### config.mk
export PLATFORM = sky130hd
export DESIGN_NAME = a429_tx_ctrl
export DESIGN_NICKNAME = d
export VERILOG_FILES = /design/src/rtl/a429_tx_ctrl.sv
export SDC_FILE = /design/constraint.sdc
export NUM_CORES = 1
export LEC_CHECK = 0
export BUFFER_PORTS_ARGS = -buffer_cell sky130_fd_sc_hd__buf_2
export CORE_MARGIN = 2
export CORE_UTILIZATION = 35
export DETAILED_ROUTE_END_ITERATION = 7
export GPL_TIMING_DRIVEN = 0
export PLACE_DENSITY = 0.54
export SETUP_SLACK_MARGIN = 0.02
export SYNTH_ARGS = -nofsm -noshare
export SYNTH_HDL_FRONTEND = slang
export SYNTH_SLANG_ARGS = --single-unit
### constraint.sdc
create_clock -name clk -period 7.4 [get_ports clk]
set_clock_uncertainty 0.1 [all_clocks]
set_input_delay 0.37 -clock clk [delete_from_list [all_inputs] [get_ports clk]]
set_output_delay 0.37 -clock clk [all_outputs]
set_load 0.02 [all_outputs]
### src/rtl/a429_tx_ctrl.sv
// ARINC429 transmit sequencer.
// Snapshots the keypad digits and rate on a start edge, builds a 32-bit word with
// odd parity, shifts it out as bipolar return-to-zero on txa/txb, then holds the
// line null for the inter-word gap before pulsing done.
module a429_tx_ctrl #(
    parameter int unsigned BIT_DIV_HI = 500,
    parameter int unsigned BIT_DIV_LO = 4000,
    parameter int unsigned GAP_BITS   = 4
) (
    input  logic        clk,
    input  logic        rst,
    input  logic        start,
    input  logic        send_rate,
    input  logic [3:0]  dat0,
    input  logic [3:0]  dat1,
    input  logic [3:0]  dat2,
    input  logic [3:0]  dat3,
    input  logic [3:0]  dat4,
    input  logic [3:0]  dat5,
    output logic        busy,
    output logic        done,
    output logic        txa,
    output logic        txb,
    output logic [31:0] word_out,
    output logic [4:0]  bit_idx
);

    // Cycle counter is sized for the slower of the two rates.
    localparam int unsigned DivMax = (BIT_DIV_LO > BIT_DIV_HI) ? BIT_DIV_LO : BIT_DIV_HI;
    localparam int unsigned CntW   = $clog2(DivMax);
    localparam int unsigned GapW   = (GAP_BITS > 2) ? $clog2(GAP_BITS) : 1;

    localparam logic [CntW-1:0] HiLast  = CntW'(BIT_DIV_HI - 1);
    localparam logic [CntW-1:0] LoLast  = CntW'(BIT_DIV_LO - 1);
    localparam logic [CntW-1:0] HiHalf  = CntW'(BIT_DIV_HI / 2);
    localparam logic [CntW-1:0] LoHalf  = CntW'(BIT_DIV_LO / 2);
    localparam logic [GapW-1:0] GapLast = GapW'(GAP_BITS - 1);

    typedef enum logic [1:0] {StIdle, StLoad, StSend, StGap} state_e;

    state_e            state_q, state_d;
    logic              start_d_q;
    logic              rate_q;
    logic [31:0]       word_q;
    logic [4:0]        bit_idx_q;
    logic [CntW-1:0]   cyc_q;
    logic [GapW-1:0]   gap_q;

    logic              trigger;
    logic              bit_last;
    logic              gap_last;
    logic [CntW-1:0]   half;
    logic [4:0]        sel;
    logic              cur_bit;
    logic              drive;
    logic [30:0]       word_body;
    logic [31:0]       word_asm;

    // Decode timing, bit selection and the word to be latched at LOAD.
    always_comb begin
        trigger   = (state_q == StIdle) && start && !start_d_q;
        bit_last  = (cyc_q == (rate_q ? LoLast : HiLast));
        gap_last  = (gap_q == GapLast);
        half      = rate_q ? LoHalf : HiHalf;
        // Label goes out MSB first, everything above it LSB first.
        sel       = (bit_idx_q < 5'd8) ? (5'd7 - bit_idx_q) : bit_idx_q;
        cur_bit   = word_q[sel];
        word_body = {5'b0, dat5, dat4, dat3, dat2, 2'b0, dat1, dat0};
        word_asm  = {~(^word_body), word_body};
    end

    // State register.
    always_ff @(posedge clk) begin
        if (rst) begin
            state_q <= StIdle;
        end else begin
            state_q <= state_d;
        end
    end

    // Next-state logic.
    always_comb begin
        state_d = state_q;
        unique case (state_q)
            StIdle: if (trigger) state_d = StLoad;
            StLoad: state_d = StSend;
            StSend: if (bit_last && (bit_idx_q == 5'd31)) state_d = StGap;
            StGap:  if (bit_last && gap_last) state_d = StIdle;
            default: state_d = StIdle;
        endcase
    end

    // Datapath: edge detect, snapshot at LOAD, bit and gap counters.
    always_ff @(posedge clk) begin
        if (rst) begin
            // Set high so a start held through reset is not seen as an edge.
            start_d_q <= 1'b1;
            rate_q    <= 1'b0;
            word_q    <= '0;
            bit_idx_q <= '0;
            cyc_q     <= '0;
            gap_q     <= '0;
        end else begin
            start_d_q <= start;
            unique case (state_q)
                StLoad: begin
                    rate_q    <= send_rate;
                    word_q    <= word_asm;
                    bit_idx_q <= '0;
                    cyc_q     <= '0;
                    gap_q     <= '0;
                end
                StSend: begin
                    if (bit_last) begin
                        cyc_q <= '0;
                        if (bit_idx_q != 5'd31) bit_idx_q <= bit_idx_q + 5'd1;
                    end else begin
                        cyc_q <= cyc_q + CntW'(1);
                    end
                end
                StGap: begin
                    if (bit_last) begin
                        cyc_q <= '0;
                        gap_q <= gap_q + GapW'(1);
                    end else begin
                        cyc_q <= cyc_q + CntW'(1);
                    end
                end
                default: ;
            endcase
        end
    end

    // Outputs: RZ line drive during the first half of each bit, status flags.
    always_comb begin
        drive    = (state_q == StSend) && (cyc_q < half);
        txa      = drive & cur_bit;
        txb      = drive & ~cur_bit;
        busy     = (state_q != StIdle);
        done     = (state_q == StGap) && bit_last && gap_last;
        word_out = word_q;
        bit_idx  = bit_idx_q;
    end

endmodule

==> results.py <==
metrics = {
    "final_layout": {
        "drive_above_1_share": 0.203,
        "mostFrequentLayoutCell": "buf_2",
        "fin_area_sq_mm": 0.00351,
        "multi_input_area_sq_mm": 0.00187,
        "nets": 461,
        "n_antenna_cell": 0,
        "layout_common_cells": "62 x buf_2, 54 x nor2_1, 48 x dfxtp_1",
        "area.sequential_sq_um": 961,
        "area_growth_pct": 18.5,
        "fill_cells": 863,
    },
    "power_and_ir_drop": {
        "ir_worst_vdd_uv": 111,
        "power_density_mw_per_mm2": 248,
        "fin_total_pwr_mw": 0.870,
        "p_leak_nw": 1.44,
    },
    "clock_network": {
        "postCtsHoldBufs": 0,
        "cts-root-buf": "clkbuf_8",
        "cts_tree": "done",
        "postCtsSetupBuffers": 0,
        "clk_pin_slew_ns": 0.09,
        "cts_resized": 0,
        "htreeDepth": 2,
        "numCtsBuffers": 5,
        "clk_latency_ns": 0.31,
        "cts_sinks": 48,
        "clockBufferDepth": 2,
    },
    "logic_synthesis": {
        "synth.distinct_cells": 56,
        "synth_area_sq_mm": 0.00296,
        "avgSynthCellArea_sq_um": 8.62,
        "synth_edf_count": 0,
        "async_flop_share": 0,
        "yosys_warnings": 0,
        "synth_cells": 344,
        "seq_area_frac_synth": 0.324,
        "synth_seq_cells": 48,
        "synth_ff_type": "dfxtp_1",
    },
    "die": {
        "die_w_um": 96.0,
        "die-area_sq_mm": 0.00922,
        "die_h_um": 96.0,
        "start_util": 0.361,
        "core-area_sq_mm": 0.00822,
        "rows": 33,
        "ios": 69,
    },
    "grt": {
        "global_route.usage.met3": 0.0337,
        "grtUsageMet1": 0.221,
        "grt_pass1_wl_um": 12100,
        "grt_util_met2": 0.277,
        "globalRouteOverflowTotal": 0,
        "top_usage_layer": "met2",
        "track_usage": 0.167,
        "grt_max_degree": 14,
        "grt_pass1_vias": 2457,
        "antenna_found_initial": 0,
    },
    "drt": {
        "drtIter0Drc": 117,
        "wl_per_cell_um": 13.9,
        "drc_errors": 0,
        "ant_nets": 0,
        "detail_route.first_pass.iterations": 4,
        "wl_um": 7290,
        "via_per_inst": 4.98,
        "vias": 2611,
    },
    "setup_path": {
        "arrival_ns": 2.97,
        "cp_max_fo": 10,
        "crit_path_start_kind": "flip-flop",
        "rrSetupSlack_ns": 4.69,
        "crit_type": "flip-flop to output port",
        "crit_required_ns": 6.93,
        "crit_path_end_kind": "output port",
    },
    "timing": {
        "slew_violations": 0,
        "finalSetupViolCount": 0,
        "worst_pin_slew_ns": 0.728,
        "final_hold_viol_count": 0,
        "rsz0062_at_grt": "false",
        "worst_slew_margin_rel": 0.515,
        "finalSetupTns_ns": 0,
        "min_period_over_period": 0.464,
        "fmax_ghz": 0.291,
        "fin_crit_ns": 3.44,
    },
    "placed_design": {
        "post-dp-hpwl_um": 5660,
        "placed_cell_area_sq_mm": 0.00342,
        "port_buffers": 61,
        "gp_congestion": 0.853,
    },
    "run_status": {
        "status": "complete, no violations",
    },
    "job": {
        "timing.max_cap.violations": 0,
    },
    "min_path": {
        "hp-class": "primary input to flip-flop",
    },
}
[layout make-up]
type                            count  share of cell area
Buffer                             25              0.0345
Clock buffer                        8              0.0256
Inverter                            9             0.00962
Multi-Input combinational cell    268               0.532
Sequential cell                    48               0.274
Tap cell                          105              0.0374
Timing Repair Buffer               61              0.0869
[synthesized netlist by cell type (2+ instances only)]
library cell / instances / area share
nor2_1: 54 / 0.068
dfxtp_1: 48 / 0.32
mux2i_1: 28 / 0.095
nand2_1: 24 / 0.030
xnor2_1: 22 / 0.065
clkbuf_1: 17 / 0.022
ha_1: 15 / 0.063
a21oi_1: 11 / 0.019
nand2b_1: 11 / 0.023
a22oi_1: 9 / 0.023
inv_1: 9 / 0.011
nand3_1: 9 / 0.015
nor2b_1: 9 / 0.019
xor2_1: 9 / 0.027
buf_4: 7 / 0.018
o21ai_0: 6 / 0.010
nor3_1: 5 / 0.0084
a221oi_1: 4 / 0.012
a22o_1: 4 / 0.012
and3_1: 2 / 0.0042
mux2_2: 2 / 0.0076
nand4b_1: 2 / 0.0059
o221ai_1: 2 / 0.0059
o32ai_1: 2 / 0.0059
or3_1: 2 / 0.0042
[critical path: stages, from the launching register on]
cell and delay [ns]:
dfxtp_1 0.36, inv_1 0.11, ha_1 0.25, clkbuf_1 0.22, nor2b_1 0.38, a22oi_1 0.11
a221oi_1 0.27, o41ai_1 0.12, o32ai_1 0.48, nor2b_1 0.18, buf_2 0.16
[per-layer routing]
layer	vias up	share of wire
met5	-	0
met4	0	0.013
met3	9	0.055
met2	68	0.46
met1	1204	0.47
li1	1330	-
[path summary, 6_finish.rpt]
kind / startpoint / end / depth (start not counted)
setup reg to reg: rate_q$_SDFFE_PP0P_ / state_q[1]$_SDFFE_PP0P_ / 8
setup / recovery: bit_idx[3]$_SDFFE_PP0P_ / txb / 10
hold reg to reg: cyc_q[9]$_SDFFE_PP0N_ / cyc_q[9]$_SDFFE_PP0N_ / 2
hold / removal: start / start_d_q$_SDFF_PP1_ / 2
[state kept, by name, indices dropped and copies added (netlist names)]
signal     cells
word_out      25
cyc_q         12
bit_idx        5
gap_q          2
state_q        2
rate_q         1
start_d_q      1
[where the power goes]
group	internal [mW]	switching, mW
Combinational	0.161	0.205
Clock	0.0765	0.0896
Sequential	0.297	0.0421
[stage by stage]
step	instances	worst slack (ns)	hold WS, ns	utilization
6_report	524	3.96	0.164	0.428
5_1_grt	524	3.71	0.162	0.428
4_1_cts	524	3.96	0.162	0.428
3_5_place_dp	516	4.31	0.400	0.417
3_3_place_gp	516	4.33	0.371	0.417
2_1_floorplan	350	4.64	0.358	-
[cell families after synthesis]
| group | share of synthesized area |
|---|---|
| compound gates | 0.131 |
| xor+xnor | 0.0992 |
| fa+ha+maj | 0.0633 |
| buf+inv | 0.0523 |
| flops | 0.324 |
| mux | 0.114 |
| other cells | 0.00127 |
| simple gates | 0.215 |
Note: power is estimated with default switching activity, not from simulation.
